<file path="src/rtl/piso_bit_serializer.sv">
// Parallel-in/serial-out stage: takes WIDTH-bit words over valid/ready and emits one bit per clk
// on x_out, with back-to-back words contiguous so multi-word patterns reach the detector unbroken.
module piso_bit_serializer #(
    parameter int unsigned WIDTH     = 8,
    parameter bit          MSB_FIRST = 1'b1
) (
    input  logic             clk,
    input  logic             reset,
    input  logic [WIDTH-1:0] din,
    input  logic             din_valid,
    output logic             din_ready,
    output logic             x_out,
    output logic             x_valid,
    output logic             word_done
);

    localparam int unsigned      CNT_W    = (WIDTH > 1) ? $clog2(WIDTH) : 1;
    localparam logic [CNT_W-1:0] LAST_IDX = CNT_W'(WIDTH - 1);
    localparam logic             ONE_BIT  = (WIDTH == 1);

    typedef enum logic {StIdle, StShift} state_t;

    state_t           state;
    logic [WIDTH-1:0] shift_reg;
    logic [CNT_W-1:0] bit_cnt;

    logic             accept;
    logic             first_bit;
    logic             next_bit;
    logic [WIDTH-1:0] din_rest;
    logic [WIDTH-1:0] shift_rest;

    // Ready on the last bit as well as in idle, so the next word follows with no gap.
    always_comb begin
        din_ready = !reset && ((state == StIdle) || (bit_cnt == '0));
        accept    = din_valid && din_ready;
    end

    // shift_reg holds the bits still to be sent, next one always at the outgoing end.
    always_comb begin
        if (MSB_FIRST) begin
            first_bit  = din[WIDTH-1];
            din_rest   = din << 1;
            next_bit   = shift_reg[WIDTH-1];
            shift_rest = shift_reg << 1;
        end else begin
            first_bit  = din[0];
            din_rest   = din >> 1;
            next_bit   = shift_reg[0];
            shift_rest = shift_reg >> 1;
        end
    end

    always_ff @(posedge clk) begin
        if (reset) begin
            state     <= StIdle;
            shift_reg <= '0;
            bit_cnt   <= '0;
            x_out     <= 1'b0;
            x_valid   <= 1'b0;
            word_done <= 1'b0;
        end else if (accept) begin
            state     <= StShift;
            shift_reg <= din_rest;
            bit_cnt   <= LAST_IDX;
            x_out     <= first_bit;
            x_valid   <= 1'b1;
            word_done <= ONE_BIT;
        end else if ((state == StShift) && (bit_cnt != '0)) begin
            shift_reg <= shift_rest;
            bit_cnt   <= bit_cnt - CNT_W'(1);
            x_out     <= next_bit;
            x_valid   <= 1'b1;
            word_done <= (bit_cnt == CNT_W'(1));
        end else begin
            // Idle, or last bit sent with nothing queued: hold x low for the detector.
            state     <= StIdle;
            shift_reg <= '0;
            bit_cnt   <= '0;
            x_out     <= 1'b0;
            x_valid   <= 1'b0;
            word_done <= 1'b0;
        end
    end

endmodule

</file>
<file path="config.mk">
export PLATFORM = sky130hd
export DESIGN_NAME = piso_bit_serializer
export DESIGN_NICKNAME = d
export VERILOG_FILES = /design/src/rtl/piso_bit_serializer.sv
export SDC_FILE = /design/constraint.sdc
export NUM_CORES = 1
export LEC_CHECK = 0
export ABC_CLOCK_PERIOD_IN_PS = 1750
export CORE_AREA = 2 2 39 41
export DETAILED_ROUTE_END_ITERATION = 8
export DIE_AREA = 0 0 41 43
export PLACE_DENSITY = 0.73
export REMOVE_ABC_BUFFERS = 1
export SLEW_MARGIN = 20
export SYNTH_ARGS = -nofsm -noshare
export SYNTH_HDL_FRONTEND = slang
export SYNTH_SLANG_ARGS = --single-unit
</file>
<file path="constraint.sdc">
create_clock -name clk -period 1.75 [get_ports clk]
set_input_delay 0.35 -clock clk [delete_from_list [all_inputs] [get_ports clk]]
set_output_delay 0.35 -clock clk [all_outputs]
set_load 0.01 [all_outputs]
</file>
* After elaboration in Yosys (flattened, before gate mapping)
Cells that the tools add are included.
** Operators by class
- Mux-type cells :: 10
- $add $sub $neg :: 1
- Bitwise gates (word level) :: 2
- Equal/unequal tests :: 2
- Reductions and logical operators :: 9
** Operators by type and width (count)
- $mux 8 :: 2
- $mux 1 :: 6
- $mux 3 :: 2
- $eq 3x1->1 const B :: 1
- $logic_and 1x1->1 :: 3
- $logic_not 3->1 :: 1
- $reduce_bool 3->1 :: 1
- $reduce_or 3->1 :: 1
- $sub 3x1->3 const B :: 1
- $ne 2x2->1 const B :: 1
- $not 1->1 :: 2
- $reduce_or 2->1 :: 1
- $logic_not 1->1 :: 1
- $logic_or 1x1->1 :: 1
** Word-level totals
- Register bits :: 15
- Output and inout port bits :: 4
- Logic and storage cells :: 31
- Input port bits :: 11

* Longest topological paths before layout
- Depth in word-level cells :: 5
- Gate-level depth with buffers :: 6

* Least setup slack after synthesis
OpenSTA, ideal clock, no wires.
- Kind :: register to register
- Start :: reg bit_cnt[0]
- End :: reg shift_reg[2]
- Path slack :: 0.482 ns
- Arrival time :: 1.151 ns
- Required time :: 1.633 ns
- Setup time :: 0.117 ns
- Cell stages (with the launch flop) :: 7
- Clock period less this slack :: 1.268 ns
- Path buffers :: 1
- Cell sequence :: dfxtp_1 inv_1 ha_1 nand2b_4 and3b_2 clkbuf_2 a22o_2
** On the way
- Cells in the longest elaborated chain, start to end :: 5
- Elaborated cells on any way between the ends :: 8
- Classes of those cells :: mux: 2; reduce/logical: 6
** Ends and longest elaborated chain
- from (decl) :: RTL line 25 : logic [CNT_W-1:0] bit_cnt;
- from (signal assigned) :: RTL line 71 : bit_cnt <= bit_cnt - CNT_W'(1);
- $logic_not 3->1 :: RTL line 35 : din_ready = !reset && ((state == StIdle) || (bit_cnt == '0));
- $logic_or 1x1->1 :: RTL line 35
- $logic_and 1x1->1 :: RTL line 35
- $logic_and 1x1->1 :: RTL line 36 : accept = din_valid && din_ready;
- $mux 8 * :: RTL line 62 : end else if (accept) begin
- to (signal assigned) :: RTL line 64 : shift_reg <= din_rest;
- to (signal assigned) :: RTL line 70 : shift_reg <= shift_rest;
- to (decl) :: RTL line 24 : logic [WIDTH-1:0] shift_reg;
Every way passes the cells marked *; elsewhere a longest branch is shown, timed or not.
A chain may end at the register's enable or synchronous reset.

* Worst setup path in the final report
- Start :: reg bit_cnt[0]
- End :: out din_ready
** On the way
- Cells in the longest elaborated chain, start to end :: 3
** Ends and longest elaborated chain
- $logic_not 3->1 :: RTL line 35
- $logic_or 1x1->1 :: RTL line 35
- $logic_and 1x1->1 :: RTL line 35
- to (decl) :: RTL line 11 : output logic din_ready,
No other way between the ends.

==> metrics.md <==
| Metric | Value |
|---|---|
| Run status | `finished clean` |
| Post-layout nets | `75` |
| Antenna violations before repair | `0` |
| Number of H-tree levels | `1` |
| Final setup margin | `118 ps` |
| Register area share after synthesis | `between 50 and 60%` |
| Number of clock sinks | `14` |
| Pwr Total | `708 uW` |
| Max-cap violations | `0` |
| Critical register-to-register path startpoint | `bit_cnt[0]` |
| Adder-Cell Fraction of Synth Area | `7.26%` |
| Gr usage total | `12.1%` |
| Num ports | `15` |
| Number of design-rule violations left by the first detailed-router iteration | `0` |
| Area growth syn-to-layout | `37.5%` |
| Std-Cell Rows | `14` |
| Die ar. | `1760 um2` |
| Quantity of I/O buffers inserted on ports | `14` |
| Depth of the worst register-to-register path | `5` |
| Post-route non-filler standard cell count | `76` |
| Half-perimeter wire length of the detailed placement result | `between 600 and 700 um` |
| Kind of path behind the tightest hold check | `flip-flop to flip-flop` |
| Worst IR drop on VDD | `between 0.4 and 0.5 mV` |
| Detail Route Antenna Nets | `0` |
| GP Congestion | `~0.66` |
| Starting density of the core | `a little under two fifths` |
| Maximum clock insertion buffer count | `2` |
| Clock latency on the worst-skew pair | `280 ps` |
| Highest attainable clock frequency | `613 MHz` |
| Post-synthesis simple-gate area fraction | `around a tenth` |
| Post-Synth XOR/XNOR Area | `between 1.5 and 2%` |
| Kind of capture point of the worst setup path | `output pin` |
| Placeable core area | `1380 um2` |
| Count of flip-flops with a built-in enable after synthesis | `0` |
| Count of TritonRoute iterations in the first routing pass | `1` |
| Hold Violations, Final | `0` |
| Endpoint, Worst Hold | `x_out` |
| Cell depth of the worst hold path | `1` |
| Relative max-transition margin | `74.9%` |
| Lkg Pwr | `0.298 nW` |
| Area of all placed cells without fillers | `roughly 710 um2` |
| CP required | `between 1000 and 1500 ps` |
| Pin count of the biggest net entering global routing | `9` |
| Root Buffer | `clkbuf_4` |
| Setup Buffers After CTS | `0` |
| Startpoint of the tightest hold check path | `shift_reg[7]` |
| Period utilization | `93.2%` |
| Post-synth cell types | `16` |
| Primary flip-flop cell chosen by synthesis mapping | `dfxtp_1` |
| Crit path time final | `1630 ps` |
| Vias in the first global route | `between 300 and 400` |
| First-pass GRT wire length | `1370 um` |
| Vert. Die Dim | `43 um` |
| Antenna cells | `0` |
| Number of CTS-inserted buffers | `3` |
| CTS clock-pin slew for the worst setup and hold paths | `roughly 80 ps` |
| Pre-CTS setup slack | `-54.6 ps` |
| Transition time of the tightest slew-check pin | `376 ps` |
| Post-DR wirelength/cell | `11.6 um` |
| Routed via count divided by cell count | `4.79` |
| Number of design rule violations left after detail routing | `0` |
| Setup TNS | `0 ps` |
| Compound-gate portion of the synthesized area | `23.2%` |
| Post-placement cell count | `approximately 70` |
| Setup Crit Path Kind | `flip-flop to output pin` |
| Count of endpoints failing setup in the final report | `0` |
| Worst-case clock skew | `just over 1 ps` |
| Flip-flop and latch count after synthesis | `14` |
| Netlist Area Pre-Place | `517 um2` |
| Core occupancy in the finished layout | `~51%` |
| Reg2Reg Setup Slack | `390 ps` |
| Ratio of cells with drive above 1 in the final layout | `a little under a third` |
| Area post-placement | `between 600 and 700 um2` |
| Fin Hold WS | `453 ps` |
| Maximum fanout along the worst path | `5` |
| Main combinational cell family by area after synthesis | `compound AO/OA/AOI/OAI gates` |
| Chip width | `41 um` |
| Power density over the cells | `996 nW/um2` |
| Final wirelength | `885 um` |
| Final Slew Violations | `0` |
| Share of synthesized flip-flops with an asynchronous set or reset | `0%` |
| Arrival @ worst endpoint | `1280 ps` |
| Worst Setup Start Kind | `flip-flop` |
| Via total after detailed routing | `about 360` |
| Multiplexer share of the synthesized area | `0%` |
| Overall overflow remaining after global route | `0` |
| Avg Synthesized Cell Area | `12.3 um2` |
| Largest register FFs | `7` |
| Setup repair after global routing missed its margin | `false` |
| TritonCTS clock tree | `done` |
| Gate count of the mapped netlist | `42` |
| Warnings from Yosys | `0` |
| R2R Path End | `shift_reg[5]` |
==> power by group <==
part	internal, mW	switching [mW]
Clock	0.127	0.106
Combinational	0.0680	0.0499
Sequential	0.344	0.0136
Total	0.539	0.169
==> area by class of cell <==
type	count	area, um2
Tap cell	16	20.0
Sequential cell	14	280
Fill cell	146	673
Multi-Input combinational cell	24	220
Clock buffer	4	36.3
Timing Repair Buffer	15	143
Inverter	3	11.3
==> layout by cell type (no fill, tap or decap) <==
cell | Yosys | final
buf_4 | 0 | 1
nand3b_1 | 1 | 1
xnor2_1 | 1 | 1
a21oi_1 | 1 | 1
nand2b_4 | 1 | 1
and3b_2 | 1 | 1
nor3b_1 | 1 | 1
a211o_2 | 1 | 1
o21ai_0 | 3 | 3
a211oi_4 | 1 | 1
nand2_1 | 2 | 2
clkbuf_2 | 1 | 1
inv_1 | 3 | 3
ha_1 | 3 | 3
a22o_2 | 7 | 7
clkbuf_8 | 0 | 1
and2_2 | 1 | 1
clkbuf_4 | 0 | 3
clkdlybuf4s50_1 | 0 | 13
dfxtp_1 | 14 | 14
==> how the worst max path moves through the flow <==
stage | startpoint | end | depth (start not counted)
after global routing | bit_cnt[0] | din_ready | 5
after floorplan | bit_cnt[0] | din_ready | 4
after detailed placement | reset | din_ready | 3
after global placement | reset | din_ready | 3
after CTS | bit_cnt[0] | din_ready | 5
final | bit_cnt[0] | din_ready | 5
==> worst max-delay path, cell delays in order (launching register included) <==
cell	delay (ps)
dfxtp_1	330
inv_1	70
ha_1	200
nand2b_4	90
a21oi_1	160
clkbuf_2	150
==> metal layers <==
metal | vias to the layer above | GRT usage [%] | share of wire, %
met5 | - | 0 | 0
met4 | 0 | 6.00 | 2.4
met3 | 5 | 7.85 | 8.5
met2 | 12 | 16.3 | 44
met1 | 164 | 14.2 | 45
li1 | 183 | - | -
==> synth_stat cells (2+ instances only) <==
master   number  area [um2]
o21ai_0       3        15.0
a22o_2        7        70.1
dfxtp_1      14         280
ha_1          3        37.5
nand2_1       2        7.51
inv_1         3        11.3
==> logic make-up after synthesis <==
group,count (synthesis)
compound gates,13
xor+xnor,1
fa+ha+maj,3
buf+inv,4
flops,14
simple gates,7
==> timing repair <==
item                       4_1_cts  5_1_grt
hold buffers                     0        0
resized for setup                2        1
setup endpoints to repair        1        1
No activity file was read; power rests on OpenSTA's default activity.
